==> src/rtl/count_ctrl_pkg.sv <==
`default_nettype none
// +----------------------------------------------------------------------------+
// | count_ctrl_pkg : shared types and default widths for the counter controller |
// | Rev 1.0                                                                     |
// +----------------------------------------------------------------------------+
package count_ctrl_pkg;

  localparam int DEF_WIDTH      = 4;
  localparam int DEF_PRESCALE_W = 4;

  typedef enum logic [1:0] {
    OP_NOP   = 2'b00,
    OP_LOAD  = 2'b01,
    OP_START = 2'b10,
    OP_STOP  = 2'b11
  } op_e;

  typedef enum logic [1:0] {
    ST_IDLE = 2'd0,
    ST_ARM  = 2'd1,
    ST_RUN  = 2'd2
  } state_e;

endpackage
`default_nettype wire

==> src/rtl/count_ctrl_tick_gen.sv <==
`default_nettype none
// +----------------------------------------------------------------------------+
// | tick_gen : prescaler, pulses tick once every (prescale+1) enabled cycles    |
// | Rev 1.0                                                                     |
// +----------------------------------------------------------------------------+
module tick_gen
  import count_ctrl_pkg::*;
#(
  parameter int PRESCALE_W = DEF_PRESCALE_W
) (
  input  logic                  clk,
  input  logic                  rst,
  input  logic                  clear,
  input  logic                  enable,
  input  logic [PRESCALE_W-1:0] prescale,
  output logic                  tick
);

  logic [PRESCALE_W-1:0] r_cnt;

  assign tick = enable && (r_cnt == prescale);

  // clear has priority so a stop/arm always restarts the divider from zero
  always_ff @(posedge clk or posedge rst) begin
    if (rst) begin
      r_cnt <= '0;
    end else if (clear) begin
      r_cnt <= '0;
    end else if (enable) begin
      r_cnt <= tick ? '0 : r_cnt + 1'b1;
    end
  end

endmodule
`default_nettype wire

==> src/rtl/count_ctrl.sv <==
`default_nettype none
// +----------------------------------------------------------------------------+
// | count_ctrl : command-driven sequencer for a prescaled WIDTH-bit up-counter  |
// | Rev 1.0                                                                     |
// +----------------------------------------------------------------------------+
module count_ctrl
  import count_ctrl_pkg::*;
#(
  parameter int WIDTH      = DEF_WIDTH,
  parameter int PRESCALE_W = DEF_PRESCALE_W
) (
  input  logic                  clk,
  input  logic                  rst,
  input  logic                  cmd_valid,
  output logic                  cmd_ready,
  input  logic [1:0]            cmd_op,
  input  logic [WIDTH-1:0]      cmd_data,
  input  logic                  cfg_periodic,
  input  logic [PRESCALE_W-1:0] cfg_prescale,
  output logic [WIDTH-1:0]      val,
  output logic                  busy,
  output logic                  done
);

  state_e                r_state, w_state_nxt;
  logic [WIDTH-1:0]      r_val, w_val_nxt;
  logic [WIDTH-1:0]      r_limit, w_limit_nxt;
  logic [PRESCALE_W-1:0] r_prescale;
  logic                  r_periodic;
  logic                  r_done, w_done_nxt;
  logic                  w_latch_cfg;
  logic                  w_clear;
  logic                  w_tick;
  logic                  w_accept;
  op_e                   w_op;

  assign cmd_ready = !rst && (r_state != ST_ARM);
  assign w_accept  = cmd_valid && cmd_ready;
  assign w_op      = op_e'(cmd_op);
  assign val       = r_val;
  assign busy      = (r_state == ST_ARM) || (r_state == ST_RUN);
  assign done      = r_done;

  tick_gen #(
    .PRESCALE_W (PRESCALE_W)
  ) u_tick_gen (
    .clk      (clk),
    .rst      (rst),
    .clear    (w_clear),
    .enable   (r_state == ST_RUN),
    .prescale (r_prescale),
    .tick     (w_tick)
  );

  always_comb begin
    w_state_nxt = r_state;
    w_val_nxt   = r_val;
    w_limit_nxt = r_limit;
    w_done_nxt  = 1'b0;
    w_latch_cfg = 1'b0;
    w_clear     = 1'b0;
    case (r_state)
      ST_IDLE: begin
        if (w_accept && (w_op == OP_LOAD)) begin
          w_limit_nxt = cmd_data;
        end else if (w_accept && (w_op == OP_START)) begin
          w_latch_cfg = 1'b1;
          w_state_nxt = ST_ARM;
        end
      end
      ST_ARM: begin
        w_val_nxt   = '0;
        w_clear     = 1'b1;
        w_state_nxt = ST_RUN;
      end
      ST_RUN: begin
        if (w_accept && (w_op == OP_LOAD)) begin
          w_limit_nxt = cmd_data;
        end
        // STOP/START take precedence over a coincident terminal tick
        if (w_accept && (w_op == OP_STOP)) begin
          w_clear     = 1'b1;
          w_state_nxt = ST_IDLE;
        end else if (w_accept && (w_op == OP_START)) begin
          w_latch_cfg = 1'b1;
          w_state_nxt = ST_ARM;
        end else if (w_tick) begin
          if (r_val == r_limit) begin
            w_done_nxt = 1'b1;
            if (r_periodic) begin
              w_val_nxt = '0;
            end else begin
              w_state_nxt = ST_IDLE;
            end
          end else begin
            w_val_nxt = r_val + 1'b1;
          end
        end
      end
      default: begin
        w_state_nxt = ST_IDLE;
      end
    endcase
  end

  always_ff @(posedge clk or posedge rst) begin
    if (rst) begin
      r_state    <= ST_IDLE;
      r_val      <= '0;
      r_limit    <= '1;
      r_prescale <= '0;
      r_periodic <= 1'b0;
      r_done     <= 1'b0;
    end else begin
      r_state <= w_state_nxt;
      r_val   <= w_val_nxt;
      r_limit <= w_limit_nxt;
      r_done  <= w_done_nxt;
      if (w_latch_cfg) begin
        r_prescale <= cfg_prescale;
        r_periodic <= cfg_periodic;
      end
    end
  end

endmodule
`default_nettype wire

==> config.mk <==
export PLATFORM = sky130hd
export DESIGN_NAME = count_ctrl
export DESIGN_NICKNAME = d
export VERILOG_FILES = /design/src/rtl/count_ctrl_pkg.sv /design/src/rtl/count_ctrl_tick_gen.sv /design/src/rtl/count_ctrl.sv
export SDC_FILE = /design/constraint.sdc
export NUM_CORES = 1
export LEC_CHECK = 0
export CORE_AREA = 5 5 55 57
export DETAILED_ROUTE_END_ITERATION = 8
export DIE_AREA = 0 0 60 62
export PLACE_DENSITY = 0.71
export SLEW_MARGIN = 10
export SYNTH_ARGS = -nofsm -noshare
export SYNTH_HDL_FRONTEND = slang
export SYNTH_HIERARCHICAL = 1
export SYNTH_SLANG_ARGS = --single-unit
==> constraint.sdc <==
create_clock -name clk -period 2.54 [get_ports clk]
set_input_delay 0.508 -clock clk [delete_from_list [all_inputs] [get_ports clk]]
set_output_delay 0.508 -clock clk [all_outputs]
set_load 0.01 [all_outputs]
==> qor.yml <==
synthesis.area_um2: 1180
totalWireLength_mm: 2.422
worstSetupEndpointType: "output port"
status: "complete, no violations"
worst-path-max-fanout: 5
grt_start_max_net_pins: 17
ant_nets: 0
synth_top_area_frac: 0.3393
worstMarginPinSlew_ns: 0.6285
clk_pin_slew_ns: 0.12
ys_async_sr_fraction: 1.000
post-route-period-util: 0.8970
antenna_found_initial: 0
clock.fmax_ghz: 0.4389
rr_worst_depth: 7
drt_first_pass_iters: 3
grt_pass1_vias: 972
crit_start: "r_state[1]"
ys.flop_type: "dfrtp_1"
die_h_um: 62
die_w_um: 60
worstSetupPathType: "register to output port"
rr_startpoint: "r_state[0]"
overflow: 0
hold_buffers: 0
core_um2: 2432
yosys.area.top_type: "dfrtp_1"
cp.required_ns: 2.03
place_hpwl_mm: 1.967
final_cell_mix: "20 x clkdlybuf4s50_1, 16 x dfrtp_1, 11 x inv_1"
rsz0062_at_grt: "no"
drive_above_1_share: 0.1630
htree_num_levels: 1
seq_area_um2: 505.5
clk_latency_ns: 0.30
final_common_cell: "clkdlybuf4s50_1"
slew_headroom: 0.5778
place_congestion: 0.8839
gr-usage-all-layers: 0.1525
layout_setup_ws_ns: 0.2615
multi_input_area_um2: 628.1
dpl.cell_count: 161
wl_per_cell_um: 14.68
timing.rr.end: "r_state[1]"
cap_violations: 0
nets: 156
cts_tree: "yes"
drtIter0Drc: 13
synth_area_leaders: "dfrtp_1 34%, dfstp_2 8.9%, mux2_2 8.6%"
synth_nets: 131
leakage_nw: 0.5860
setup_viol: 0
placed_area_um2: 1420
row_count: 18
final_cells: 165
drc: 0
final.min_clock_period_ns: 2.278
fin_area_um2: 1473
io_pins: 21
drv_slew: 0
synth_edf_count: 0
io_buffers: 20
clock_sinks: 20
cts_root_buf: "clkbuf_4"
power.density_nw_per_um2: 924.2
fillers: 216
clockBufferDepth: 2
min_path_type: "primary input to async pin"
hold_viol: 0
cts_setup_buffers: 0
setup_tns_ns: 0
syn_avg_cell_area_um2: 10.63
endpoint: "cmd_ready"
synthCells: 111
syn_to_final_growth_pct: 24.81
synth_seq_cells: 20
cts_resized: 0
place_ws_ns: 0.2938
diodes: 0
via_count: 919
timing.critical_path.arrival_ns: 1.77
avgViaCountPerCell: 5.570
initial_utilization: 0.4851
rrSetupSlack_ns: 0.48
ys_warn_count: 6
max-vdd-ir-drop_uv: 552.5
finClkSkew_ns: 0.006845
grt_pass1_wl_mm: 4.312
ys_types: 32
startpoint_type: "register"
die_area_um2: 3720
seq_area_frac_synth: 0.4284
cts_buffers: 3
==> state kept, by name, summed over array words and instances (netlist names) <==
name and count:
r_prescale 4, r_state 2, val 4, u_tick_gen/r_cnt 4
r_periodic 1, done 1, r_limit 4
==> through the flow <==
stage / utilization / hold WS, ns / power [W]
after global routing: 0.6055 / 0.4885 / 0.001463
after detailed placement: 0.5838 / 0.5233 / 0.001112
after global placement: 0.5838 / 0.5253 / 0.001086
after CTS: 0.6055 / 0.4624 / 0.001376
final: 0.6055 / 0.4736 / 0.001361
after floorplan: - / 0.2741 / 0.0009447
==> layout make-up <==
cell class,count,share of cell area
inverters,11,0.02804
multi-input cells,79,0.4265
clock inverters,1,0.02039
repair buffers,21,0.1410
flip-flops and latches,20,0.3432
well taps,30,0.02549
clock buffers,3,0.01529
==> synthesized netlist by cell type (all sizes together), types with 2 or more instances <==
library cell	n
dfrtp	16
inv	11
mux2	9
nand2	8
xnor2	8
nor2	7
ha	6
nand4	5
a21oi	4
dfstp	4
nand3	4
a41oi	3
nand2b	3
nor3	3
mux2i	2
o2111ai	2
o21a	2
o221ai	2
==> worst min path at each step <==
stage               cells past startpoint     startpoint  slack, ns                  end
global route                            2            rst       0.49  u_tick_gen/r_cnt[3]
CTS                                     2            rst       0.46  u_tick_gen/r_cnt[3]
global placement                        1  r_prescale[1]       0.53        r_prescale[1]
detailed placement                      1  r_prescale[2]       0.52        r_prescale[2]
floorplan                               1            rst       0.27  u_tick_gen/r_cnt[0]
finish                                  2            rst       0.47  u_tick_gen/r_cnt[3]
==> worst max-delay path: stages, from the launching register on <==
cell and delay (ns):
dfrtp_1 0.43, inv_1 0.09, ha_1 0.23, nor2_1 0.17
clkdlybuf4s50_1 0.56
==> per-layer routing <==
metal  track usage  vias up  share of wire
li1              -      447              -
met1        0.1766      454           0.42
met2        0.2963       14           0.54
met3       0.02066        4          0.037
met4       0.03481        0         0.0087
met5             0        -              0
==> cells by family (layout without fill, tap and decap cells) <==
| family | count (synthesis) | after routing | synth area share |
|---|---|---|---|
| simple gates | 37 | 37 | 0.1973 |
| buf+inv | 12 | 36 | 0.03923 |
| compound gates | 16 | 16 | 0.1018 |
| xor+xnor | 9 | 9 | 0.06681 |
| fa+ha+maj | 6 | 6 | 0.06363 |
| flops | 20 | 20 | 0.4284 |
| mux | 11 | 11 | 0.1029 |
==> power breakdown <==
group	internal (W)	total (W)	switching (W)
Sequential	0.000445	0.000538	0.0000939
Combinational	0.000283	0.000564	0.000281
Clock	0.000159	0.000259	0.0000994
Total	0.000887	0.00136	0.000474
Power figures use the tool's default switching activity.
